### src/rtl/alu_issue_ctrl.sv
// alu_issue_ctrl: sequences one ALU operation at a time. Serialises rs1 then rs2 (or the
// immediate) onto the ALU operand bus, waits for the result under a timeout and holds it
// on a valid/ready response channel.
module alu_issue_ctrl #(
  parameter int unsigned BUS_WIDTH      = 32,
  parameter int unsigned OPCODE_WIDTH   = 4,
  parameter int unsigned TIMEOUT_CYCLES = 16
) (
  input  logic                    clk,
  input  logic                    rst_n,
  input  logic                    req_valid,
  output logic                    req_ready,
  input  logic [OPCODE_WIDTH-1:0] req_op_code,
  input  logic [BUS_WIDTH-1:0]    req_rs1,
  input  logic [BUS_WIDTH-1:0]    req_rs2,
  input  logic [BUS_WIDTH-1:0]    req_imm,
  input  logic                    req_use_imm,
  output logic [BUS_WIDTH-1:0]    imme_value,
  output logic [BUS_WIDTH-1:0]    rs_data,
  output logic                    rs_data_sel,
  output logic                    rs_data_valid,
  output logic [OPCODE_WIDTH-1:0] op_code,
  input  logic [BUS_WIDTH-1:0]    alu_out,
  input  logic                    alu_valid_out,
  output logic                    op_done,
  output logic                    rsp_valid,
  input  logic                    rsp_ready,
  output logic [BUS_WIDTH-1:0]    rsp_data,
  output logic                    rsp_timeout
);

  localparam int unsigned CntW = (TIMEOUT_CYCLES > 2) ? $clog2(TIMEOUT_CYCLES) : 1;
  localparam logic [CntW-1:0] CntLast = CntW'(TIMEOUT_CYCLES - 1);

  typedef enum logic [2:0] {StIdle, StSendRs1, StSendRs2, StWaitRes, StResp} state_e;

  state_e                  state_q, state_d;
  logic [CntW-1:0]         cnt_q, cnt_d;
  logic [OPCODE_WIDTH-1:0] op_q, op_d;
  logic [BUS_WIDTH-1:0]    rs1_q, rs1_d, rs2_q, rs2_d, imm_q, imm_d;
  logic                    use_imm_q, use_imm_d;

  // Next values of the registered outputs, derived from the next state.
  logic                    req_ready_d, rs_data_sel_d, rs_data_valid_d, op_done_d;
  logic                    rsp_valid_d, rsp_timeout_d;
  logic [BUS_WIDTH-1:0]    imme_value_d, rs_data_d, rsp_data_d;
  logic [OPCODE_WIDTH-1:0] op_code_d;

  // Next-state, request latching, result capture and timeout counting.
  always_comb begin
    state_d       = state_q;
    cnt_d         = cnt_q;
    op_d          = op_q;
    rs1_d         = rs1_q;
    rs2_d         = rs2_q;
    imm_d         = imm_q;
    use_imm_d     = use_imm_q;
    rsp_data_d    = rsp_data;
    rsp_timeout_d = rsp_timeout;
    unique case (state_q)
      StIdle: begin
        if (req_valid) begin
          op_d      = req_op_code;
          rs1_d     = req_rs1;
          rs2_d     = req_rs2;
          imm_d     = req_imm;
          use_imm_d = req_use_imm;
          state_d   = StSendRs1;
        end
      end
      StSendRs1: begin
        cnt_d   = '0;
        state_d = use_imm_q ? StWaitRes : StSendRs2;
      end
      StSendRs2: begin
        cnt_d   = '0;
        state_d = StWaitRes;
      end
      StWaitRes: begin
        // A result arriving in the final count cycle still wins over the timeout.
        if (alu_valid_out) begin
          rsp_data_d    = alu_out;
          rsp_timeout_d = 1'b0;
          state_d       = StResp;
        end else if (cnt_q == CntLast) begin
          rsp_data_d    = '0;
          rsp_timeout_d = 1'b1;
          state_d       = StResp;
        end else begin
          cnt_d = cnt_q + 1'b1;
        end
      end
      StResp: begin
        if (rsp_ready) begin
          rsp_data_d    = '0;
          rsp_timeout_d = 1'b0;
          cnt_d         = '0;
          state_d       = StIdle;
        end
      end
      default: state_d = StIdle;
    endcase
  end

  // Output decode from the next state so every output comes straight from a flop.
  always_comb begin
    req_ready_d     = (state_d == StIdle);
    rs_data_valid_d = (state_d == StSendRs1) || (state_d == StSendRs2);
    rs_data_sel_d   = (state_d == StSendRs2);
    rs_data_d       = '0;
    if (state_d == StSendRs1) rs_data_d = rs1_d;
    if (state_d == StSendRs2) rs_data_d = rs2_d;
    op_code_d       = '0;
    imme_value_d    = '0;
    if (rs_data_valid_d || (state_d == StWaitRes)) begin
      op_code_d = op_d;
      if (use_imm_d) imme_value_d = imm_d;
    end
    rsp_valid_d = (state_d == StResp);
    op_done_d   = (state_d == StResp) && (state_q == StWaitRes);
  end

  // State, latched request fields and registered outputs.
  always_ff @(posedge clk or negedge rst_n) begin
    if (!rst_n) begin
      state_q       <= StIdle;
      cnt_q         <= '0;
      op_q          <= '0;
      rs1_q         <= '0;
      rs2_q         <= '0;
      imm_q         <= '0;
      use_imm_q     <= 1'b0;
      req_ready     <= 1'b1;
      imme_value    <= '0;
      rs_data       <= '0;
      rs_data_sel   <= 1'b0;
      rs_data_valid <= 1'b0;
      op_code       <= '0;
      op_done       <= 1'b0;
      rsp_valid     <= 1'b0;
      rsp_data      <= '0;
      rsp_timeout   <= 1'b0;
    end else begin
      state_q       <= state_d;
      cnt_q         <= cnt_d;
      op_q          <= op_d;
      rs1_q         <= rs1_d;
      rs2_q         <= rs2_d;
      imm_q         <= imm_d;
      use_imm_q     <= use_imm_d;
      req_ready     <= req_ready_d;
      imme_value    <= imme_value_d;
      rs_data       <= rs_data_d;
      rs_data_sel   <= rs_data_sel_d;
      rs_data_valid <= rs_data_valid_d;
      op_code       <= op_code_d;
      op_done       <= op_done_d;
      rsp_valid     <= rsp_valid_d;
      rsp_data      <= rsp_data_d;
      rsp_timeout   <= rsp_timeout_d;
    end
  end

endmodule

### config.mk
export PLATFORM = sky130hd
export DESIGN_NAME = alu_issue_ctrl
export DESIGN_NICKNAME = d
export VERILOG_FILES = /design/src/rtl/alu_issue_ctrl.sv
export SDC_FILE = /design/constraint.sdc
export NUM_CORES = 1
export LEC_CHECK = 0
export ABC_AREA = 1
export CAP_MARGIN = 20
export CORE_MARGIN = 5
export CORE_UTILIZATION = 49
export CTS_CLUSTER_SIZE = 10
export DETAILED_ROUTE_END_ITERATION = 10
export PLACE_DENSITY = 0.85
export SLEW_MARGIN = 20
export SYNTH_ARGS = -nofsm -noshare
export SYNTH_HDL_FRONTEND = slang
export SYNTH_SLANG_ARGS = --single-unit
export TNS_END_PERCENT = 1
### constraint.sdc
create_clock -name clk -period 2.7 [get_ports clk]
set_input_delay 0.675 -clock clk [delete_from_list [all_inputs] [get_ports clk]]
set_output_delay 0.675 -clock clk [all_outputs]
set_load 0.005 [all_outputs]
==> impl_metrics.env <==
export IMPL_synthArstFlopShare=1.000
export IMPL_vdd_ir_drop_max_uv=696.9
export IMPL_clk_latency_ns=0.42
export IMPL_grt_max_degree=60
export IMPL_cts_root_buf="clkbuf_16"
export IMPL_synthTopCellsByArea="dfrtp_1 63%, nand2_1 16%, nand3_1 7.2%"
export IMPL_gr_total_overflow=0
export IMPL_cts_hold_buf=0
export IMPL_crit_fanout=1
export IMPL_syn2layout_area_growth_pct=45.52
export IMPL_path_class="register to output port"
export IMPL_rows=44
export IMPL_power_frac_clock=0.232
export IMPL_worstSetupStartpoint="req_ready"
export IMPL_rsz0062_at_grt="false"
export IMPL_fmax_ghz=0.4697
export IMPL_critical_path_max_stage_delay_ns=0.53
export IMPL_tritoncts="done"
export IMPL_synth_seq_area_share=0.6365
export IMPL_intPower_mw=8.011
export IMPL_tightest_slew_ns=0.6089
export IMPL_antenna_found_initial=3
export IMPL_synth_top_area_frac=0.6329
export IMPL_fillers=1037
export IMPL_globalRouteTotalUtil=0.2290
export IMPL_slew_violations=0
export IMPL_endpoint_kind="output port"
export IMPL_postSynthNetCount=904
export IMPL_synth_cells=765
export IMPL_via_per_inst=5.017
export IMPL_cp_arrival_ns=1.45
export IMPL_required_ns=2.03
export IMPL_crit_buf_inv=1
export IMPL_grt_pass1_wl_mm=30.48
export IMPL_die_h_microns=130.9
export IMPL_htreeDepth=4
export IMPL_fin_crit_ns=2.129
export IMPL_hold_path_class="primary input to asynchronous set/reset pin"
export IMPL_drtPass1Iterations=5
export IMPL_dp_hpwl_mm=13.34
export IMPL_crit_family="buffers and inverters"
export IMPL_synth_seq_cells=182
export IMPL_synth_edf_count=0
export IMPL_p_sw_mw=4.057
export IMPL_p_sw_frac=0.3362
export IMPL_core_area_sq_um=14420
export IMPL_grt_pass1_vias=6098
export IMPL_synth_largest_area_cell="dfrtp_1"
export IMPL_fin_total_pwr_mw=12.07
export IMPL_post_cts_buffers=0
export IMPL_final_antenna_net_count=0
export IMPL_r2r_start="cnt_q[0]"
export IMPL_avgSynthCellArea_sq_um=9.355
export IMPL_ios=244
export IMPL_slowest_stage="clkdlybuf4s50_1"
export IMPL_cts_resized_gates=0
export IMPL_cts_made_buffers=17
export IMPL_setup_violations_final=0
export IMPL_start_kind="register"
export IMPL_fin_tns_setup_ns=0
export IMPL_worst_clock_skew_ns=0.01235
export IMPL_nets=1138
export IMPL_syn_area_sq_um=7157
export IMPL_first_iter_violations=425
export IMPL_seq_power_share=0.367
export IMPL_drcViolationCount=0
export IMPL_powerDensity_nw_per_um2=1159
export IMPL_ys_types=26
export IMPL_p_comb_frac=0.401
export IMPL_clk_pin_slew_ns=0.06
export IMPL_start_util=0.4962
export IMPL_wl_per_cell_microns=16.09
export IMPL_fp_dieW_microns=130.9
export IMPL_ys_flop_type="dfrtp_1"
export IMPL_vias=6005
export IMPL_die_area_sq_um=17120
export IMPL_clock_sinks=182
export IMPL_p_leak_nw=5.146
export IMPL_relSlewSlack=0.5926
export IMPL_totalWireLength_mm=19.26
export IMPL_finalHoldViolCount=0
export IMPL_drive_above_1_share=0.07609
export IMPL_maxCapViolations=0
export IMPL_post_route_period_util=0.7886
export IMPL_clock_path_buffers=2
export IMPL_crit_chain="clkdlybuf4s50_1"
export IMPL_gp_congestion=0.8364
export IMPL_yosysWarningCount=0
export IMPL_io_buffers=243
export IMPL_outcome="finished clean"
==> per-layer routing <==
layer | vias up | track usage | part of all wire
met3 | 31 | 0.06911 | 0.081
li1 | 2920 | - | -
met4 | 4 | 0.08469 | 0.028
met5 | - | 0 | 0.0011
met1 | 2837 | 0.2849 | 0.39
met2 | 213 | 0.3801 | 0.50
==> state kept, by name (all words and copies together) (netlist names), 3 cells and up <==
| register | flops |
|---|---|
| cnt_q | 4 |
| op_q | 4 |
| rs2_q | 32 |
| imme_value | 32 |
| rs_data | 32 |
| imm_q | 32 |
| state_q | 3 |
| op_code | 4 |
| rsp_data | 32 |
==> synthesized netlist by cell type, types with 3 or more instances <==
cell type,n
buf_1,4
inv_2,4
o21ai_1,3
nor2_1,44
nand4_1,33
buf_2,16
or2_2,5
nor2_4,3
nand2_1,306
o21ai_0,4
buf_4,16
inv_1,14
nand3_1,103
nand2_2,5
clkbuf_1,13
dfrtp_1,181
==> cells in the final DEF, fill, tap and decap left out <==
cell	netlist	routed
a21oi_1	1	1
buf_12	0	2
buf_4	16	19
buf_6	0	1
bufinv_16	0	6
clkbuf_1	13	1
clkbuf_16	0	17
clkdlybuf4s50_1	0	242
clkinv_2	0	2
clkinvlp_4	0	1
dfrtp_1	181	181
dfstp_2	1	1
diode_2	0	1
ha_1	1	1
inv_1	14	14
inv_2	4	4
inv_6	0	5
nand2_1	306	306
nand2_2	5	5
nand3_1	103	103
nand3_2	1	1
nand3_4	1	1
nand4_1	33	33
nor2_1	44	43
nor2_2	1	2
nor2_4	3	3
nor2_8	1	1
o21ai_0	4	4
o21ai_1	3	3
o21ai_2	1	1
o21bai_1	1	1
o31ai_1	2	2
or2_2	5	5
==> cell type report <==
class                   instances  area [sq um]  share of cell area
diodes                          1         2.502           0.0002403
clock inverters                14         241.5             0.02319
clock buffers                  18         429.2             0.04121
inverters                      18         67.56            0.006487
repair buffers                264          2616              0.2512
well taps                     184         230.2             0.02210
flip-flops and latches        182          4556              0.4374
multi-input cells             516          2272              0.2182
==> through the flow <==
step,instances,hold WS [ns],worst slack [ns],area [sq um],util
after floorplan,765,0.3794,1.064,7157,-
after global placement,1164,0.4503,0.4585,9742,0.6754
after detailed placement,1164,0.4567,0.3745,9742,0.6754
after CTS,1196,0.2158,0.5446,10410,0.7219
after global routing,1197,0.2286,0.5149,10420,0.7221
final,1197,0.2034,0.5708,10420,0.7221
==> kinds of logic after synthesis <==
group | after synthesis | synth area share
AND/OR/NAND/NOR | 503 | 0.3054
flip-flops | 182 | 0.6365
buffers and inverters | 67 | 0.04633
AO/OA/AOI/OAI | 12 | 0.009964
adder cells (fa/ha/maj) | 1 | 0.001748
==> power by group through the flow <==
stage / Clock (mW) / Combinational [mW] / Sequential (mW)
after global routing: 2.98 / 5.36 / 4.55
after floorplan: 0 / 2.42 / 4.49
after global placement: 0 / 4.76 / 4.43
final: 2.80 / 4.84 / 4.43
after detailed placement: 0 / 4.87 / 4.46
after CTS: 2.84 / 4.91 / 4.43
==> final timing paths <==
path / end / slack (ns) / cells past startpoint
min in group clk: rs2_q[16] / 0.47 / 2
setup reg to reg: cnt_q[3] / 0.88 / 8
hold reg to reg: rs2_q[16] / 0.47 / 2
max in group asynchronous: rs_data[18] / 1.68 / 2
hold / removal: rs_data[27] / 0.20 / 1
setup / recovery: req_ready / 0.57 / 1
==> worst register-to-register path, stage by stage, from the launching register on <==
cell and delay, ns:
dfrtp_1 0.42, ha_1 0.24, nand3_1 0.15, nand2_1 0.08, nand2_2 0.07, buf_4 0.36, nand2_1 0.21, nand2_1 0.09
o21ai_0 0.07
(Power assumes the default switching activity.)
